**src/rtl/line_sequencer.sv**
```systemverilog
// line_sequencer: buffers line commands, issues them to line_drawer one at a time,
// and runs full-screen clear sweeps that cut in at the next line boundary.
//
// Ports:
//   clk, reset_n                          clock, async active-low reset
//   cmd_valid/cmd_ready, cmd_x0..y1,      line command port (valid/ready)
//   cmd_color
//   clear_req                             request a screen clear (pulse)
//   ld_start, ld_x0..ld_y1, ld_done       line_drawer control/endpoints
//   pixel_write, pixel_color              framebuffer write gate
//   busy, clearing, lines_drawn           status
module line_sequencer #(
  parameter int WIDTH   = 640,
  parameter int HEIGHT  = 480,
  parameter int COORD_W = 11,
  parameter int DEPTH   = 4
) (
  input  logic               clk,
  input  logic               reset_n,
  input  logic               cmd_valid,
  output logic               cmd_ready,
  input  logic [COORD_W-1:0] cmd_x0,
  input  logic [COORD_W-1:0] cmd_y0,
  input  logic [COORD_W-1:0] cmd_x1,
  input  logic [COORD_W-1:0] cmd_y1,
  input  logic               cmd_color,
  input  logic               clear_req,
  output logic               ld_start,
  output logic [COORD_W-1:0] ld_x0,
  output logic [COORD_W-1:0] ld_y0,
  output logic [COORD_W-1:0] ld_x1,
  output logic [COORD_W-1:0] ld_y1,
  input  logic               ld_done,
  output logic               pixel_write,
  output logic               pixel_color,
  output logic               busy,
  output logic               clearing,
  output logic [15:0]        lines_drawn
);

  localparam int AW  = $clog2(DEPTH);
  localparam int CNW = AW + 1;
  localparam int EW  = 4 * COORD_W + 1;

  localparam logic [CNW-1:0]     FULL_CNT = CNW'(DEPTH);
  localparam logic [COORD_W-1:0] COL_LAST = COORD_W'(WIDTH - 1);
  localparam logic [COORD_W-1:0] Y_LAST   = COORD_W'(HEIGHT - 1);

  localparam logic [2:0] IDLE     = 3'd0;
  localparam logic [2:0] LOAD     = 3'd1;
  localparam logic [2:0] DRAW     = 3'd2;
  localparam logic [2:0] CLR_LOAD = 3'd3;
  localparam logic [2:0] CLR_DRAW = 3'd4;

  logic [2:0]         state;
  logic [2:0]         state_n;
  logic               clear_pend;
  logic [COORD_W-1:0] col;
  logic [COORD_W-1:0] col_nxt;
  logic [COORD_W-1:0] clr_col;
  logic               last_col;
  logic               color_q;
  logic               first_q;
  logic               done_ok;
  logic               go_load;
  logic               go_clr;

  logic [EW-1:0]  mem [DEPTH];
  logic [EW-1:0]  head;
  logic [AW-1:0]  wr_ptr;
  logic [AW-1:0]  rd_ptr;
  logic [CNW-1:0] count;
  logic           full;
  logic           empty;
  logic           push;
  logic           pop;

  assign full      = (count == FULL_CNT);
  assign empty     = (count == '0);
  assign cmd_ready = !full;
  assign push      = cmd_valid && !full;
  assign pop       = go_load;
  assign head      = mem[rd_ptr];

  assign clearing    = (state == CLR_LOAD) || (state == CLR_DRAW);
  assign ld_start    = (state == LOAD) || (state == CLR_LOAD);
  assign pixel_write = (state == DRAW) || (state == CLR_DRAW);
  assign pixel_color = (state == DRAW) && color_q;
  assign busy        = (state != IDLE) || !empty;

  // The drawer may still be reporting done from the previous line on the
  // first cycle after its reset, so that cycle never completes a draw.
  assign done_ok  = ld_done && !first_q;
  assign last_col = (col == COL_LAST);
  assign col_nxt  = last_col ? '0 : col + 1'b1;

  assign go_load = (state == IDLE) && !clear_pend && !empty;
  assign go_clr  = ((state == IDLE) && clear_pend) ||
                   ((state == CLR_DRAW) && done_ok && !last_col);
  assign clr_col = (state == CLR_DRAW) ? col_nxt : col;

  always_comb begin
    state_n = state;
    unique case (state)
      IDLE: begin
        if (clear_pend) state_n = CLR_LOAD;
        else if (!empty) state_n = LOAD;
      end
      LOAD:     state_n = DRAW;
      DRAW:     if (done_ok) state_n = IDLE;
      CLR_LOAD: state_n = CLR_DRAW;
      CLR_DRAW: begin
        if (done_ok) state_n = last_col ? IDLE : CLR_LOAD;
      end
      default:  state_n = IDLE;
    endcase
  end

  always_ff @(posedge clk) begin
    if (push) mem[wr_ptr] <= {cmd_x0, cmd_y0, cmd_x1, cmd_y1, cmd_color};
  end

  always_ff @(posedge clk or negedge reset_n) begin
    if (!reset_n) begin
      wr_ptr <= '0;
      rd_ptr <= '0;
      count  <= '0;
    end else begin
      if (push) wr_ptr <= wr_ptr + 1'b1;
      if (pop)  rd_ptr <= rd_ptr + 1'b1;
      if (push && !pop)      count <= count + 1'b1;
      else if (pop && !push) count <= count - 1'b1;
    end
  end

  // Endpoints are loaded on the edge entering LOAD/CLR_LOAD so they are
  // already valid while the drawer sits in reset.
  always_ff @(posedge clk or negedge reset_n) begin
    if (!reset_n) begin
      state       <= IDLE;
      clear_pend  <= 1'b0;
      col         <= '0;
      lines_drawn <= '0;
      first_q     <= 1'b0;
      color_q     <= 1'b0;
      ld_x0       <= '0;
      ld_y0       <= '0;
      ld_x1       <= '0;
      ld_y1       <= '0;
    end else begin
      state   <= state_n;
      first_q <= ld_start;
      if ((state == IDLE) && clear_pend)
        clear_pend <= 1'b0;
      else if (clear_req && !clearing)
        clear_pend <= 1'b1;
      if (go_load) begin
        {ld_x0, ld_y0, ld_x1, ld_y1, color_q} <= head;
      end
      if (go_clr) begin
        ld_x0   <= clr_col;
        ld_y0   <= '0;
        ld_x1   <= clr_col;
        ld_y1   <= Y_LAST;
        color_q <= 1'b0;
      end
      if ((state == DRAW) && done_ok)
        lines_drawn <= lines_drawn + 16'd1;
      if ((state == CLR_DRAW) && done_ok)
        col <= col_nxt;
    end
  end

endmodule

```
**config.mk**
```make
export PLATFORM = sky130hd
export DESIGN_NAME = line_sequencer
export DESIGN_NICKNAME = d
export VERILOG_FILES = /design/src/rtl/line_sequencer.sv
export SDC_FILE = /design/constraint.sdc
export NUM_CORES = 1
export LEC_CHECK = 0
export ABC_AREA = 0
export CAP_MARGIN = 5
export CORE_ASPECT_RATIO = 1.5
export CORE_MARGIN = 2
export CORE_UTILIZATION = 56
export CTS_CLUSTER_DIAMETER = 60
export DETAILED_ROUTE_END_ITERATION = 8
export PLACE_DENSITY = 0.87
export SYNTH_ARGS = -nofsm -noshare
export SYNTH_HDL_FRONTEND = slang
export SYNTH_SLANG_ARGS = --single-unit
```
**constraint.sdc**
```tcl
create_clock -name clk -period 3 [get_ports clk]
set_clock_uncertainty 0.15 [all_clocks]
set_input_delay 0.45 -clock clk [delete_from_list [all_inputs] [get_ports clk]]
set_output_delay 0.45 -clock clk [all_outputs]
set_load 0.005 [all_outputs]
```
==> report_table.html <==
<table>
<tr><th>Metric</th><th>Value</th></tr>
<tr><th colspan="2">Global route</th></tr>
<tr><td>Aggregate global routing overflow</td><td>0</td></tr>
<tr><td>GRT Resource Usage Total</td><td>0.233</td></tr>
<tr><td>Number of antenna violations at the first check in global routing</td><td>0</td></tr>
<tr><td>Maximum number of pins on one net before global-route repair</td><td>47</td></tr>
<tr><td>Wire length of the first global-routing pass</td><td>34700 um</td></tr>
<tr><td>Vias in the first global route</td><td>6325</td></tr>
<tr><th colspan="2">Logic synthesis</th></tr>
<tr><td>Share of synthesized area occupied by flip-flops and latches</td><td>0.718</td></tr>
<tr><td>Post-synthesis net count</td><td>696</td></tr>
<tr><td>Flip-flop and latch count after synthesis</td><td>264</td></tr>
<tr><td>Top cells by instance count after synthesis</td><td>sky130_fd_sc_hd__edfxtp_1, sky130_fd_sc_hd__dfrtp_1, sky130_fd_sc_hd__nand2_1</td></tr>
<tr><td>Async set-or-reset flop fraction in the synthesized netlist</td><td>0.318</td></tr>
<tr><td>Synth Area per Inst</td><td>16.4 um^2</td></tr>
<tr><td>Number of warnings printed during yosys synthesis</td><td>0</td></tr>
<tr><td>Cell taking the most area after synthesis</td><td>sky130_fd_sc_hd__edfxtp_1</td></tr>
<tr><td>Top post-synthesis cells by area</td><td>sky130_fd_sc_hd__edfxtp_1, sky130_fd_sc_hd__dfrtp_1, sky130_fd_sc_hd__mux4_2</td></tr>
<tr><td>Netlist area before placement</td><td>10500 um^2</td></tr>
<tr><td>Most common flop cell mapped by yosys</td><td>sky130_fd_sc_hd__edfxtp_1</td></tr>
<tr><td>Unique cell type count in the Yosys netlist</td><td>54</td></tr>
<tr><td>Leading cell type by number of instances after synthesis</td><td>sky130_fd_sc_hd__edfxtp_1</td></tr>
<tr><td>Number of standard cells after synthesis</td><td>638</td></tr>
<tr><td>Number of synthesized flops with an enable pin</td><td>180</td></tr>
<tr><td>Yosys top cell area share</td><td>0.517</td></tr>
<tr><th colspan="2">Floorplan</th></tr>
<tr><td>Initial Util</td><td>0.569</td></tr>
<tr><td>Core area</td><td>18400 um^2</td></tr>
<tr><td>IO Count</td><td>116</td></tr>
<tr><td>Cell row count</td><td>61</td></tr>
<tr><td>Die outline area</td><td>19800 um^2</td></tr>
<tr><td>Width of the chip</td><td>116 um</td></tr>
<tr><td>DIE HEIGHT</td><td>171 um</td></tr>
<tr><th colspan="2">Critical path</th></tr>
<tr><td>Crit-path leading delay family</td><td>simple AND/OR/NAND/NOR gates</td></tr>
<tr><td>CP cell instances</td><td>or3b_2 &gt; nand2_1 &gt; clkdlybuf4s50_1</td></tr>
<tr><td>Register-to-register setup slack</td><td>290 ps</td></tr>
<tr><td>Kind of end point of the critical path</td><td>output pin</td></tr>
<tr><td>Max stage delay cell, worst path</td><td>sky130_fd_sc_hd__or3b_2</td></tr>
<tr><td>Worst reg2reg path startpoint</td><td>col[0]</td></tr>
<tr><td>Critical path startpoint category</td><td>flip-flop</td></tr>
<tr><td>Combined buffer and inverter count along the critical path</td><td>1</td></tr>
<tr><td>Path type of the worst setup path</td><td>reg2out</td></tr>
<tr><td>Crit path max fanout</td><td>13</td></tr>
<tr><td>Worst R2R End</td><td>ld_x1[9]</td></tr>
<tr><td>Delay of the slowest cell on the worst path</td><td>650 ps</td></tr>
<tr><td>CP arrival</td><td>2290 ps</td></tr>
<tr><td>Required time of the critical path</td><td>2400 ps</td></tr>
<tr><td>Worst R2R Path Depth</td><td>7</td></tr>
<tr><th colspan="2">Clock network</th></tr>
<tr><td>Clock root buffer master</td><td>sky130_fd_sc_hd__clkbuf_16</td></tr>
<tr><td>Number of CTS-inserted buffers</td><td>24</td></tr>
<tr><td>Clock tree from TritonCTS</td><td>built</td></tr>
<tr><td>Deepest clock path buffer count</td><td>3</td></tr>
<tr><td>Hold Buf Count CTS</td><td>1</td></tr>
<tr><td>Clk pin slew, worst setup/hold paths</td><td>60 ps</td></tr>
<tr><td>Maximum level of the CTS H-tree</td><td>1</td></tr>
<tr><td>Clk sinks</td><td>264</td></tr>
<tr><td>Post-cts gate resize count</td><td>0</td></tr>
<tr><td>Number of buffers inserted to repair setup after CTS</td><td>0</td></tr>
<tr><td>Clk_lat worst skew</td><td>530 ps</td></tr>
<tr><th colspan="2">Cells and area</th></tr>
<tr><td>Number of filler cells placed in the layout</td><td>1168</td></tr>
<tr><td>Share of layout cells above drive strength 1</td><td>0.154</td></tr>
<tr><td>Final #Nets</td><td>826</td></tr>
<tr><td>Final instance area</td><td>12800 um^2</td></tr>
<tr><td>Layout-stage area growth over the synthesis result</td><td>21.9%</td></tr>
<tr><td>Diodes inserted</td><td>0</td></tr>
<tr><th colspan="2">Timing</th></tr>
<tr><td>Minimum clock period</td><td>2890 ps</td></tr>
<tr><td>Final clock period utilization by the worst path</td><td>0.962</td></tr>
<tr><td>Final Setup Violations</td><td>0</td></tr>
<tr><td>Peak Freq</td><td>346 MHz</td></tr>
<tr><td>Max-Slew Margin vs Limit</td><td>0.572</td></tr>
<tr><td>Min setup slack post-route</td><td>113 ps</td></tr>
<tr><td>Final hold viol count</td><td>0</td></tr>
<tr><td>Worst hold slack across all endpoints</td><td>332 ps</td></tr>
<tr><td>Unrepaired setup endpoints after global routing</td><td>no</td></tr>
<tr><td>Sum of negative setup slack</td><td>0 ps</td></tr>
<tr><td>Least-Margin Pin Slew</td><td>642 ps</td></tr>
<tr><td>Slew Limit Fails</td><td>0</td></tr>
<tr><th colspan="2">Route</th></tr>
<tr><td>Via density per instance</td><td>5.82</td></tr>
<tr><td>Overall via count from detail_route</td><td>6037</td></tr>
<tr><td>Routed wire length</td><td>22400 um</td></tr>
<tr><td>Number of optimization iterations in the first detailed-route pass</td><td>5</td></tr>
<tr><td>Number of DRC markers after the initial detailed-route iteration</td><td>468</td></tr>
<tr><td>Count of unresolved DRC violations after routing</td><td>0</td></tr>
<tr><td>Routed length per instance</td><td>21.6 um</td></tr>
<tr><td>Routed Antenna Nets</td><td>0</td></tr>
<tr><th colspan="2">Power and ir drop</th></tr>
<tr><td>Leakage power</td><td>4.58 nW</td></tr>
<tr><td>Gate power share</td><td>0.309</td></tr>
<tr><td>Total internal power</td><td>8.49 mW</td></tr>
<tr><td>Total net switching power</td><td>3.80 mW</td></tr>
<tr><td>Relative contribution of sequential cells to total power</td><td>0.450</td></tr>
<tr><td>VDD IR-drop max</td><td>0.499 mV</td></tr>
<tr><td>Share of power burned in the clock network</td><td>0.241</td></tr>
<tr><td>Total power per unit cell area</td><td>964 nW/um^2</td></tr>
<tr><td>Total Power Consumption</td><td>12.3 mW</td></tr>
<tr><td>Switching power as a share of total power</td><td>0.309</td></tr>
<tr><th colspan="2">Run status</th></tr>
<tr><td>Run status</td><td>completed</td></tr>
<tr><th colspan="2">Placed design</th></tr>
<tr><td>Weighted congestion reported at the end of routability-driven placement</td><td>0.903</td></tr>
<tr><td>Worst slack, placed</td><td>360 ps</td></tr>
<tr><td>Half-perimeter wire length after detailed placement</td><td>14700 um</td></tr>
<tr><td>Area after detailed placement</td><td>12000 um^2</td></tr>
<tr><td>Number of port buffers</td><td>115</td></tr>
<tr><th colspan="2">Flow run</th></tr>
<tr><td>Maximum capacitance violations</td><td>0</td></tr>
<tr><th colspan="2">Min path</th></tr>
<tr><td>Hold WC Path Type</td><td>in2async</td></tr>
</table>
flip-flops by register name, indices dropped and copies added (netlist names):
signal and count:
state 3, ld_x1 11, ld_x0 11, clear_pend 1
rd_ptr 2, col 11, color_q 1, mem 180
first_q 1, ld_y0 11, wr_ptr 2, lines_drawn 16
ld_y1 11, count 3
layout make-up:
cell class	instances	area (um^2)	share of cell area
Tap cell	252	315	0.0247
Timing Repair Buffer	133	1350	0.106
Clock buffer	34	678	0.0532
Sequential cell	264	7510	0.589
Inverter	8	30.0	0.00236
Multi-Input combinational cell	337	2780	0.218
Clock inverter	10	85.1	0.00667
logic make-up (layout without fill, tap and decap cells):
kind of cell | count (synthesis) | in the layout | share of synthesized area
flops | 264 | 264 | 0.718
simple gates | 177 | 177 | 0.0792
compound gates | 71 | 71 | 0.0477
mux | 48 | 48 | 0.100
buf+inv | 37 | 185 | 0.0177
xor+xnor | 33 | 33 | 0.0276
fa+ha+maj | 8 | 8 | 0.0103
layout by cell type (no fill, tap or decap), types with 4 or more instances in the layout:
master	Yosys	layout
sky130_fd_sc_hd__buf_12	0	5
sky130_fd_sc_hd__clkbuf_8	0	4
sky130_fd_sc_hd__mux4_2	45	45
sky130_fd_sc_hd__clkbuf_16	0	24
sky130_fd_sc_hd__a21oi_1	22	22
sky130_fd_sc_hd__and3_2	0	4
sky130_fd_sc_hd__edfxtp_1	180	180
sky130_fd_sc_hd__nor2b_1	5	5
sky130_fd_sc_hd__a21oi_2	4	4
sky130_fd_sc_hd__clkinv_1	0	4
sky130_fd_sc_hd__xnor2_1	22	22
sky130_fd_sc_hd__dfrtp_1	84	82
sky130_fd_sc_hd__a31oi_1	10	10
sky130_fd_sc_hd__clkbuf_1	16	6
sky130_fd_sc_hd__nand3_1	17	17
sky130_fd_sc_hd__nor3_1	9	9
sky130_fd_sc_hd__o22ai_1	4	4
sky130_fd_sc_hd__clkdlybuf4s50_1	0	114
sky130_fd_sc_hd__nor4_1	4	4
sky130_fd_sc_hd__nand2_1	80	80
sky130_fd_sc_hd__ha_1	7	7
sky130_fd_sc_hd__inv_1	7	7
sky130_fd_sc_hd__xor2_1	11	11
sky130_fd_sc_hd__nand4_1	5	5
sky130_fd_sc_hd__nor2_1	32	32
sky130_fd_sc_hd__o21ai_0	8	8
sky130_fd_sc_hd__and3_1	9	5
sky130_fd_sc_hd__buf_4	0	13
per-layer routing:
metal | part of all wire | track usage
met1 | 0.36 | 0.288
met2 | 0.54 | 0.402
met3 | 0.064 | 0.0409
met4 | 0.032 | 0.100
met5 | 0 | 0
power by group through the flow:
stage          Sequential, mW  Clock, mW  Combinational, mW
2_1_floorplan            5.28          0               2.45
3_3_place_gp             5.52          0               3.62
3_5_place_dp             5.60          0               3.79
4_1_cts                  5.54       3.01               3.83
5_1_grt                  5.63       3.12               4.12
6_report                 5.53       2.96               3.80
worst max path at each step:
stage	start	to	slack (ps)	depth (start not counted)
after floorplan	state[0]	count[1]	300	9
after global placement	col[0]	ld_x1[9]	440	7
after detailed placement	col[0]	ld_x0[9]	360	7
after CTS	state[0]	clearing	100	3
after global routing	state[1]	clearing	30	3
final	state[0]	clearing	110	3
per-stage QoR:
| step | util | cells |
|---|---|---|
| after floorplan | - | 638 |
| after global placement | 0.651 | 993 |
| after detailed placement | 0.651 | 993 |
| after CTS | 0.693 | 1038 |
| after global routing | 0.693 | 1038 |
| final | 0.693 | 1038 |
Note: power is estimated with default switching activity, not from simulation.
